==> config.mk <==
export PLATFORM = sky130hd
export DESIGN_NAME = async_fifo_write_ctrl
export DESIGN_NICKNAME = d
export VERILOG_FILES = /design/src/rtl/async_fifo_defs_pkg.sv /design/src/rtl/gray_to_binary.sv /design/src/rtl/async_fifo_write_ctrl.sv
export SDC_FILE = /design/constraint.sdc
export NUM_CORES = 1
export LEC_CHECK = 0
export ABC_AREA = 0
export BUFFER_PORTS_ARGS = -buffer_cell sky130_fd_sc_hd__buf_2
export CAP_MARGIN = 20
export CORE_MARGIN = 2
export CORE_UTILIZATION = 40
export CTS_CLUSTER_DIAMETER = 40
export DETAILED_ROUTE_END_ITERATION = 10
export GPL_ROUTABILITY_DRIVEN = 0
export PLACE_DENSITY = 0.86
export SETUP_SLACK_MARGIN = 0.15
export SYNTH_ARGS = -nofsm -noshare
export SYNTH_HDL_FRONTEND = slang
export SYNTH_SLANG_ARGS = --single-unit
==> constraint.sdc <==
create_clock -name write_clk -period 3.4 [get_ports write_clk]
set_input_delay 0.68 -clock write_clk [delete_from_list [all_inputs] [get_ports write_clk]]
set_output_delay 0.68 -clock write_clk [all_outputs]
set_load 0.03 [all_outputs]
==> src/rtl/async_fifo_defs_pkg.sv <==
// Shared async-FIFO definitions used by the write controller, the read controller
// and the pointer synchronizers.
package async_fifo_defs;

  localparam int ADDRESS_SIZE = 4;
  localparam int PTR_WIDTH    = ADDRESS_SIZE + 1;
  localparam int DEPTH        = 1 << ADDRESS_SIZE;

  localparam logic REQ0_IDX = 1'b0;
  localparam logic REQ1_IDX = 1'b1;

endpackage

==> src/rtl/gray_to_binary.sv <==
// Combinational Gray-to-binary converter: each binary bit is the XOR of all Gray
// bits at and above it. Shared by the read and write controllers.
module gray_to_binary #(
  parameter int WIDTH = 5
) (
  input  logic [WIDTH-1:0] gray,
  output logic [WIDTH-1:0] binary
);

  for (genvar i = 0; i < WIDTH; i++) begin : g_bit
    assign binary[i] = ^gray[WIDTH-1:i];
  end

endmodule

==> src/rtl/async_fifo_write_ctrl.sv <==
// Write-domain controller of the async FIFO: round-robin arbitration between two
// requesters, binary/Gray write pointers and full/almost-full/fill-level flags.
module async_fifo_write_ctrl
  import async_fifo_defs::*;
#(
  parameter int ADDRESS_SIZE      = async_fifo_defs::ADDRESS_SIZE,
  parameter int DATA_WIDTH        = 32,
  parameter int ALMOST_FULL_LEVEL = 12
) (
  input  logic                    write_clk,
  input  logic                    write_reset,
  input  logic                    req0_valid,
  input  logic [DATA_WIDTH-1:0]   req0_data,
  output logic                    req0_ready,
  input  logic                    req1_valid,
  input  logic [DATA_WIDTH-1:0]   req1_data,
  output logic                    req1_ready,
  input  logic [ADDRESS_SIZE:0]   synchronized_read_pointer2,
  output logic [ADDRESS_SIZE:0]   write_pointer,
  output logic                    mem_write_en,
  output logic [ADDRESS_SIZE-1:0] mem_write_addr,
  output logic [DATA_WIDTH-1:0]   mem_write_data,
  output logic                    full,
  output logic                    almost_full,
  output logic [ADDRESS_SIZE:0]   fill_level,
  output logic                    last_grant
);

  localparam int PW = ADDRESS_SIZE + 1;

  logic [PW-1:0] wbin_r;
  logic [PW-1:0] wgray_r;
  logic          full_r;
  logic          almost_full_r;
  logic [PW-1:0] fill_level_r;
  logic          last_grant_r;

  logic          grant_s;
  logic          grant_idx_s;
  logic [PW-1:0] wbin_next_s;
  logic [PW-1:0] wgray_next_s;
  logic [PW-1:0] rbin_s;
  logic [PW-1:0] full_match_s;
  logic [PW-1:0] fill_next_s;

  gray_to_binary #(.WIDTH(PW)) u_rptr_g2b (
    .gray   (synchronized_read_pointer2),
    .binary (rbin_s)
  );

  // Round-robin arbiter; index defaults to req1 so the data mux idles on req1_data
  always_comb begin
    grant_s     = 1'b0;
    grant_idx_s = REQ1_IDX;
    if (full_r) begin
      grant_s     = 1'b0;
      grant_idx_s = REQ1_IDX;
    end else if (req0_valid && req1_valid) begin
      grant_s     = 1'b1;
      grant_idx_s = ~last_grant_r;
    end else if (req0_valid) begin
      grant_s     = 1'b1;
      grant_idx_s = REQ0_IDX;
    end else if (req1_valid) begin
      grant_s     = 1'b1;
      grant_idx_s = REQ1_IDX;
    end else begin
      grant_s     = 1'b0;
      grant_idx_s = REQ1_IDX;
    end
  end

  // Next pointers and flag terms; flags see this cycle's accept with no lag
  always_comb begin
    wbin_next_s  = wbin_r;
    if (grant_s) begin
      wbin_next_s = wbin_r + PW'(1);
    end else begin
      wbin_next_s = wbin_r;
    end
    wgray_next_s = wbin_next_s ^ (wbin_next_s >> 1);
    full_match_s = {~synchronized_read_pointer2[PW-1:PW-2], synchronized_read_pointer2[PW-3:0]};
    fill_next_s  = wbin_next_s - rbin_s;
  end

  // Pointer, flag and last-grant state
  always_ff @(posedge write_clk or posedge write_reset) begin
    if (write_reset) begin
      wbin_r        <= '0;
      wgray_r       <= '0;
      full_r        <= 1'b0;
      almost_full_r <= 1'b0;
      fill_level_r  <= '0;
      last_grant_r  <= REQ1_IDX;
    end else begin
      wbin_r        <= wbin_next_s;
      wgray_r       <= wgray_next_s;
      full_r        <= (wgray_next_s == full_match_s);
      almost_full_r <= (fill_next_s >= PW'(ALMOST_FULL_LEVEL));
      fill_level_r  <= fill_next_s;
      if (grant_s) begin
        last_grant_r <= grant_idx_s;
      end
    end
  end

  assign req0_ready     = grant_s & (grant_idx_s == REQ0_IDX);
  assign req1_ready     = grant_s & (grant_idx_s == REQ1_IDX);
  assign mem_write_en   = grant_s;
  assign mem_write_addr = wbin_r[ADDRESS_SIZE-1:0];
  assign mem_write_data = (grant_idx_s == REQ0_IDX) ? req0_data : req1_data;
  assign write_pointer  = wgray_r;
  assign full           = full_r;
  assign almost_full    = almost_full_r;
  assign fill_level     = fill_level_r;
  assign last_grant     = last_grant_r;

endmodule

Yosys cells after proc, flatten, opt, wreduce, memory -nomap -nowiden
Index checks and enable logic that the tools add are counted.
Word-level totals
  flip-flop bits (word level): 18
  output and inout bits: 52
  logic and storage cells: 30
Cells by class
  add/sub/neg operators: 2
  $lt $le $gt $ge: 1
  eq/ne operators: 1
  mux-type cells: 9
  bitwise gates (word level): 6
  reductions and logical operators: 5
Operator list (count)
  32-bit 2-to-1 mux: 1
  1-bit 2-to-1 mux: 7
  5-bit by 1-bit adder with 5-bit output (second input constant): 1
  5-bit == test: 1
  5-bit by 4-bit >= comparator with 1-bit output (second input constant): 1
  5-bit 2-to-1 mux: 1
  5-bit parity: 1
  5-bit subtractor: 1
  5-bit by 4-bit XOR with 5-bit output: 1
  4-bit parity: 1
  3-bit parity: 1
  1-bit bitwise AND: 2
  1-bit NOT: 2
  2-bit NOT: 1
  2-bit parity: 1
  1-bit logical AND: 1

Depth between registers and ports, before layout
Gate-level depths: netlist of run 1.
  word-level depth: 7
  mapped depth: 10
  mapped depth without buffers: 9

Modules after synthesis
Synthesis of run 1 repeated with hierarchy kept, for this count alone.
Unflattened totals
  cell total of the unflattened synthesis: 129
  area, all modules: 1433.9 µm²
By module, submodules not included
  async_fifo_write_ctrl: times used 1, cells an instance 123, area each 1361.3 µm², sequential area each 426.7 µm²
  gray_to_binary: times used 1, cells an instance 6, area each 72.6 µm², sequential area each 0.0 µm²

Worst setup path after synthesis of run 1
Ideal clock, no wire load.
  path kind: input-to-output
  start point: in req0_valid
  end point: out mem_write_data[22]
  data arrival time: 2.015 ns
  required time: 2.720 ns
  setup slack: 0.705 ns
  stages on the path: 4
  path buffers: 1
  path through: or2b_1 > a21oi_1 > buf_2 > mux2_2
On the way
  longest elaborated chain between the ends: 4
  elaborated cells between the ends (all ways): 5
  classes of those cells: mux: 4; reduce/logical: 1
RTL lines
  start: declaration: RTL line async_fifo_write_ctrl.sv:12  | input logic req0_valid,
  1-bit 2-to-1 mux or 1-bit logical AND (tied branches): RTL line async_fifo_write_ctrl.sv:61, async_fifo_write_ctrl.sv:58
  1-bit 2-to-1 mux *: RTL line async_fifo_write_ctrl.sv:58  | end else if (req0_valid && req1_valid) begin
  1-bit 2-to-1 mux *: RTL line async_fifo_write_ctrl.sv:55  | if (full_r) begin
  32-bit 2-to-1 mux *: RTL line async_fifo_write_ctrl.sv:111  | assign mem_write_data = (grant_idx_s == REQ0_IDX) ? req0_data : req1_data;
  end: declaration: RTL line async_fifo_write_ctrl.sv:22  | output logic [DATA_WIDTH-1:0] mem_write_data,
Every way passes the cells marked *; elsewhere a longest branch is shown, timed or not.

Worst setup path in the final report of run 1
  start point: in req0_valid
  end point: out mem_write_data[6]
The elaborated chain is that of the path after synthesis.

==> impl_metrics.ini, run 1 <==
[synthesis]
yosysWarningCount = 0
synthMuxAreaShare = 0.279
synthCells = 120
synth_top_cell_area_share = 0.297
synth_top_family_by_area = multiplexers
synth.distinct_cells = 30
synth-compound-area-share = 0.0753
avgSynthCellArea_sq_um = 11.2
synthTopCellsByArea = dfrtp_1, mux2_2, xnor2_1
synth_adder_area_share = 0.0548
netlist_area_sq_um = 1350
synth-simple-area-share = 0.0511
synth.net_count = 198
ys_ff_latch = 17
yosys.area.top_type = dfrtp_1
synth-xor-area-share = 0.178
yosysSeqAreaShare = 0.317

[clocking]
cts.sinks = 17
cts_resized = 0
cts.clk_slew.worst_paths_ns = 0.10
clock_latency_ns = 0.30
cts_root_buf = clkbuf_4
h-tree-depth = 1
hold_buffers = 0
cts_tree = built
clock_path_buffers = 2
numCtsBuffers = 3
cts_setup_buffers = 0

[setup_path]
cp_cell_sequence = buf_2, or2b_1, a21oi_4, buf_4, mux2_2, buf_2
critPathMaxStageDelay_ns = 0.40
crit_path_start = req0_valid
cp.buffers_inverters = 3
path_max_fanout = 33
cp-start-kind = input port
crit-reg2reg-launch = full$_DFF_PP0_
crit_slowest_cell = mux2_2
worstSetupEndpointType = output port
arrival_ns = 2.11
critical_path_class = in -> out
required_ns = 2.72
crit_path_frequent_cell = buf_2
critPathTopFamily = buffers and inverters

[cells_and_area]
final_common_cell = buf_2
fill_cells = 294
area_delta_synth_final_pct = 51.8
final_core_utilization = 0.622
fin_nets = 324
drive_above_1_share = 0.690
final_cell_mix = buf_2, mux2_2, dfrtp_1, xnor2_1, inv_1
n_antenna_cell = 0

[power_and_ir_drop]
power_mw = 2.05
ir_drop_v = 0.000764
powerDensity_nw_per_um2 = 1000
seqPwrFrac = 0.196
combPwrFrac = 0.751
p_int_uw = 966
swShare = 0.529
leakage_nw = 1.10
clock_power_share = 0.054
p_sw_mw = 1.08

[grt]
grt_max_degree = 34
grt_pass1_wl_microns = 5910
grt_usage = 0.216
antenna_found_initial = 0
grt-ovfl-total = 0
grt_pass1_vias = 1297

[placed_design]
post-dp-hpwl_microns = 3710
port_buffers = 124
place_ws_ns = 0.622

[die]
start_util = 0.410
rows = 21
die_area_sq_um = 3850
io_pins = 125
fp.dieW_microns = 62.0
die_y_microns = 62.0
core_area_sq_um = 3280

[sta]
finalHoldViolCount = 0
worstMarginPinSlew_ns = 0.636
fin_skew_ns = 0.0106
setup_viol = 0
drv_slew = 0
layout_setup_ws_ns = 0.611
fin_crit_sh = 0.820
max_freq_mhz = 358
setup_tns_ns = 0
fin_hold_ws_ns = 0.444
rsz0062_at_grt = no
fin_crit_ns = 2.79
max-slew-margin-rel = 0.575

[drt]
ant_nets = 0
wl_microns = 4300
routed_via_density = 4.74
wl_per_cell_microns = 14.8
vias = 1380
drt_first_iter_violations = 34
drc = 0
first_pass_iters = 4

[status]
status = completed

[flow_run]
cap_violations = 0

[hold_path]
min_path_type = in -> async
-- worst paths after layout --
path	to	depth (start not counted)	slack [ns]
max	mem_write_data[6]	6	0.61
min	wbin_r[4]$_DFF_PP0_	2	0.44
min in group write_clk	last_grant$_DFFE_PP1N_	2	0.54
max reg2reg	almost_full$_DFF_PP0_	9	0.94
max in group asynchronous	write_pointer[3]$_DFF_PP0_	2	2.54
min reg2reg	last_grant$_DFFE_PP1N_	2	0.54
-- synth_stat cells, drive strengths merged --
cell type and n:
o21ba 1, inv 9, a21o 1, o21ai 3, nor2 3, o21bai 1, maj3 1, nand2b 1
dfrtp 16, nand3 1, xnor3 1, nand4 1, a21oi 3, nand2 4, and4 1, and2 1
ha 5, xnor2 14, or2b 1, xor2 9, o211a 2, a211oi 3, dfstp 1, buf 4
mux2 33
-- power by group through the flow --
stage          clock [mW]  sequential, mW  combinational (mW)
5_1_grt             0.125           0.417                1.68
3_3_place_gp            0           0.401                1.50
3_5_place_dp            0           0.404                1.54
4_1_cts             0.110           0.403                1.56
2_1_floorplan           0           0.606               0.965
6_report            0.110           0.401                1.54
-- worst register-to-register path, stage by stage (launching register included) --
cell and delay, ns:
dfrtp_1 0.41, o21ba_1 0.43, nand2_1 0.11, xor2_1 0.23, inv_1 0.16, ha_1 0.37
o21ai_0 0.20, o21bai_1 0.11, xor2_1 0.16, a21o_1 0.16
-- sequential cells by signal, indices dropped and copies added (netlist names) --
register and flops:
fill_level 5, wbin_r 5, write_pointer 4, almost_full 1, full 1, last_grant 1
-- area by class of cell --
class | instances | area, sq um | area share
Multi-Input combinational cell | 90 | 871 | 0.426
Timing Repair Buffer | 125 | 628 | 0.307
Sequential cell | 17 | 427 | 0.209
Tap cell | 46 | 57.6 | 0.0282
Inverter | 9 | 33.8 | 0.0165
Clock buffer | 4 | 26.3 | 0.0129
-- stage by stage --
step,cell area [sq um],instances
3_3_place_gp,2020,287
6_report,2040,291
2_1_floorplan,1350,120
3_5_place_dp,2020,287
4_1_cts,2040,291
5_1_grt,2040,291
-- kinds of logic (layout without fill, tap and decap cells) --
kind of cell,Yosys count,in the layout
fa+ha+maj,6,6
mux,33,33
simple gates,13,13
xor+xnor,24,24
buf+inv,13,138
flops,17,17
compound gates,14,14
-- routing by layer --
layer | global-route usage | part of all wire
met1 | 0.231 | 0.35
met4 | 0.0760 | 0.019
met2 | 0.415 | 0.54
met3 | 0.0393 | 0.092
met5 | 0 | 0
Note: power is estimated with default switching activity, not from simulation.
==> inputs of run 2 (changes only) <==
Settings changed: CORE_UTILIZATION 40 to 33, PLACE_DENSITY 0.86 to 0.76.
Clock period 3.4 ns to 2.5 ns, I/O delays scaled along.
==> impl_metrics.ini, run 2 (same netlist as run 1, synthesis figures left out) <==
[status]
status = completed

[die]
rows = 23
start_util = 0.339
core_area_sq_um = 3970
io_pins = 125
die_y_microns = 67.9
fp.dieW_microns = 67.9
die_area_sq_um = 4610

[grt]
grt-ovfl-total = 0
grt_usage = 0.165
grt_pass1_vias = 1293
antenna_found_initial = 0
grt_max_degree = 34
grt_pass1_wl_microns = 5710

[placed_design]
port_buffers = 124
post-dp-hpwl_microns = 3650
place_ws_ns = 0.000735

[clocking]
hold_buffers = 0
clock_latency_ns = 0.25
cts.sinks = 17
cts.clk_slew.worst_paths_ns = 0.06
cts_tree = built
clock_path_buffers = 2
cts_root_buf = clkbuf_8
h-tree-depth = 1
numCtsBuffers = 3

[setup_path]
critPathMaxStageDelay_ns = 0.40
crit_path_start = full$_DFF_PP0_
cp-start-kind = flip-flop
crit-reg2reg-launch = wbin_r[0]$_DFF_PP0_
arrival_ns = 1.85
worstSetupEndpointType = output port
path_max_fanout = 33
critical_path_class = reg -> out
crit_slowest_cell = dfrtp_1
cp_cell_sequence = or2b_1, a21oi_4, buf_12, mux2_2, buf_2
required_ns = 2.00

[sta]
fin_crit_ns = 2.35
fin_hold_ws_ns = 0.322
worstMarginPinSlew_ns = 0.625
fin_skew_ns = 0.00119
setup_viol = 0
drv_slew = 0
rsz0062_at_grt = yes
max-slew-margin-rel = 0.583
setup_tns_ns = 0
layout_setup_ws_ns = 0.148
max_freq_mhz = 425
fin_crit_sh = 0.941
finalHoldViolCount = 0

[cells_and_area]
drive_above_1_share = 0.704
area_delta_synth_final_pct = 58.1
regArea_sq_um = 427
final_common_cell = buf_2
final_cell_mix = buf_2, mux2_2, dfrtp_1, xnor2_1, inv_1
fin_nets = 329
n_antenna_cell = 0
fill_cells = 380
multi_input_area_sq_um = 882

[drt]
vias = 1386
drc = 0
first_pass_iters = 4
ant_nets = 0
drt_first_iter_violations = 25
routed_via_density = 4.62
wl_microns = 4220
wl_per_cell_microns = 14.1

[flow_run]
cap_violations = 0

[hold_path]
min_path_type = in -> async

[power_and_ir_drop]
powerDensity_nw_per_um2 = 1390
ir_drop_v = 0.000931
leakage_nw = 1.14
## run 2: critical path, delay by kind of cell, from the launching register on
family,cells,cell delay [ns]
compound gates,1,0.16
buf+inv,2,0.40
flops,1,0.40
mux,1,0.37
simple gates,1,0.28
## run 2: final timing paths
path / end / slack [ns] / cells past startpoint
min in group write_clk: last_grant$_DFFE_PP1N_ / 0.51 / 2
max reg2reg: almost_full$_DFF_PP0_ / 0.32 / 9
min reg2reg: last_grant$_DFFE_PP1N_ / 0.51 / 2
max: mem_write_data[11] / 0.15 / 5
min: fill_level[3]$_DFF_PP0_ / 0.32 / 2
max in group asynchronous: full$_DFF_PP0_ / 1.78 / 2
## run 2: per-stage QoR
step	instance area, sq um	power (mW)	instances	utilization
after floorplan	1350	2.14	120	-
after global placement	2060	2.70	295	0.520
after detailed placement	2060	2.74	295	0.520
after CTS	2110	2.96	299	0.531
after global routing	2130	3.17	300	0.536
final	2130	2.95	300	0.536
## run 2: per-layer routing
metal  up-vias  wire length (microns)  part of all wire  global-route usage
met5         -                      0                 0                   0
li1        673                      -                 -                   -
met3         4                    377             0.089              0.0214
met1       637                   1600              0.38               0.187
met2        72                   2220              0.53               0.325
met4         0                     30            0.0071              0.0375
## run 2: area by class of cell
type	count	area share
Timing Repair Buffer	130	0.319
Inverter	9	0.0159
Multi-Input combinational cell	90	0.414
Tap cell	50	0.0294
Sequential cell	17	0.200
Clock buffer	4	0.0212
## run 2: report_power, final
part,switching (mW),leakage [nW],internal [mW],total (mW)
sequential,0.101,0.199,0.446,0.547
combinational,1.30,0.918,0.905,2.20
clock,0.0865,0.0228,0.113,0.199
total,1.48,1.14,1.46,2.95
## run 2: repair_timing
| action | in CTS | in global routing |
|---|---|---|
| buffers inserted | 0 | 1 |
| setup endpoints to repair | 1 | 33 |
| pin swaps | 0 | 1 |
| gates resized for setup | 1 | 2 |
==> inputs of run 3 (changes only) <==
Settings changed: CORE_UTILIZATION 33 to 37, PLACE_DENSITY 0.76 to 0.8.
Clock period 2.5 ns to 2.65 ns, I/O delays scaled along.
==> impl_metrics.ini, run 3 (same netlist as run 1, synthesis figures left out) <==
[die]
start_util = 0.394
core_area_sq_um = 3420
die_area_sq_um = 4140
io_pins = 125
fp.dieW_microns = 64.3
die_y_microns = 64.3
rows = 21

[grt]
grt_usage = 0.186
antenna_found_initial = 0
grt_pass1_wl_microns = 6050
grt-ovfl-total = 0
grt_max_degree = 34
grt_pass1_vias = 1316

[power_and_ir_drop]
ir_drop_v = 0.000898
powerDensity_nw_per_um2 = 1290
leakage_nw = 1.12

[cells_and_area]
fin_nets = 327
final_common_cell = buf_2
n_antenna_cell = 0
stdcell_area_sq_um = 2080
fin_cells = 294
fill_cells = 301
final_cell_mix = buf_2, mux2_2, dfrtp_1, xnor2_1, inv_1
area_delta_synth_final_pct = 54.4
drive_above_1_share = 0.698

[drt]
vias = 1352
drc = 0
wl_microns = 4020
ant_nets = 0
routed_via_density = 4.60
drt_first_iter_violations = 28
first_pass_iters = 3
wl_per_cell_microns = 13.7

[sta]
fin_hold_ws_ns = 0.293
drv_slew = 0
rsz0062_at_grt = yes
worstMarginPinSlew_ns = 0.625
setup_viol = 0
layout_setup_ws_ns = 0.214
fin_crit_ns = 2.44
fin_crit_sh = 0.919
max_freq_mhz = 411
max-slew-margin-rel = 0.583
fin_skew_ns = 0.0100
finalHoldViolCount = 0
setup_tns_ns = 0

[setup_path]
path_max_fanout = 33
required_ns = 2.12
worstSetupEndpointType = output port
arrival_ns = 1.91
cp-start-kind = flip-flop
critical_path_class = reg -> out
r2r_setup_slack_ns = 0.36

[flow_run]
cap_violations = 0

[clocking]
cts_root_buf = clkbuf_4
h-tree-depth = 1
cts_resized = 0
clock_path_buffers = 2
cts.clk_slew.worst_paths_ns = 0.10
cts_setup_buffers = 0
numCtsBuffers = 3
cts_tree = built
hold_buffers = 0
cts.sinks = 17
clock_latency_ns = 0.30

[status]
status = completed

[placed_design]
post-dp-hpwl_microns = 3500
dp_cells = 290
placed_cell_area_sq_um = 2050
port_buffers = 124
place_ws_ns = 0.0947

[hold_path]
min_path_type = in -> async
[run 3: cell types whose count changed in the layout (fill, tap and decap cells not counted), sizes merged]
cell / before / now
buf: 130 / 128
[run 3: critical path: stages, from the launching register on]
cell     delay [ns]
dfrtp_1        0.42
or2b_1         0.28
a21oi_4        0.15
buf_12         0.21
mux2_2         0.37
buf_2          0.18
[run 3: layout make-up]
type	count	area (sq um)	area share
Timing Repair Buffer	128	663	0.319
Sequential cell	17	427	0.205
Clock buffer	4	26.3	0.0126
Inverter	9	33.8	0.0163
Tap cell	46	57.6	0.0277
Multi-Input combinational cell	90	871	0.419
[run 3: stage by stage]
step	utilization	power [mW]
finish	0.608	2.68
floorplan	-	2.02
CTS	0.608	2.71
detailed placement	0.601	2.56
global route	0.608	2.88
global placement	0.601	2.52
[run 3: layer usage]
layer | GRT usage | vias up | wire length [microns]
met5 | 0 | - | 0
met4 | 0.0479 | 0 | 34
met3 | 0.0387 | 3 | 337
met2 | 0.368 | 62 | 2140
met1 | 0.195 | 617 | 1500
li1 | - | 670 | -
[run 3: final timing paths]
kind	from	endpoint	depth (start not counted)
setup / recovery	full$_DFF_PP0_	mem_write_data[7]	5
hold / removal	write_reset	write_pointer[2]$_DFF_PP0_	2
setup reg to reg	full$_DFF_PP0_	almost_full$_DFF_PP0_	9
hold reg to reg	last_grant$_DFFE_PP1N_	last_grant$_DFFE_PP1N_	2
max in group asynchronous	write_reset	full$_DFF_PP0_	2
min in group write_clk	last_grant$_DFFE_PP1N_	last_grant$_DFFE_PP1N_	2
[run 3: report_power, final]
part	leakage (nW)	internal (mW)	switching, mW
Clock	0.0150	0.0587	0.0793
Combinational	0.904	0.818	1.22
Sequential	0.199	0.420	0.0933
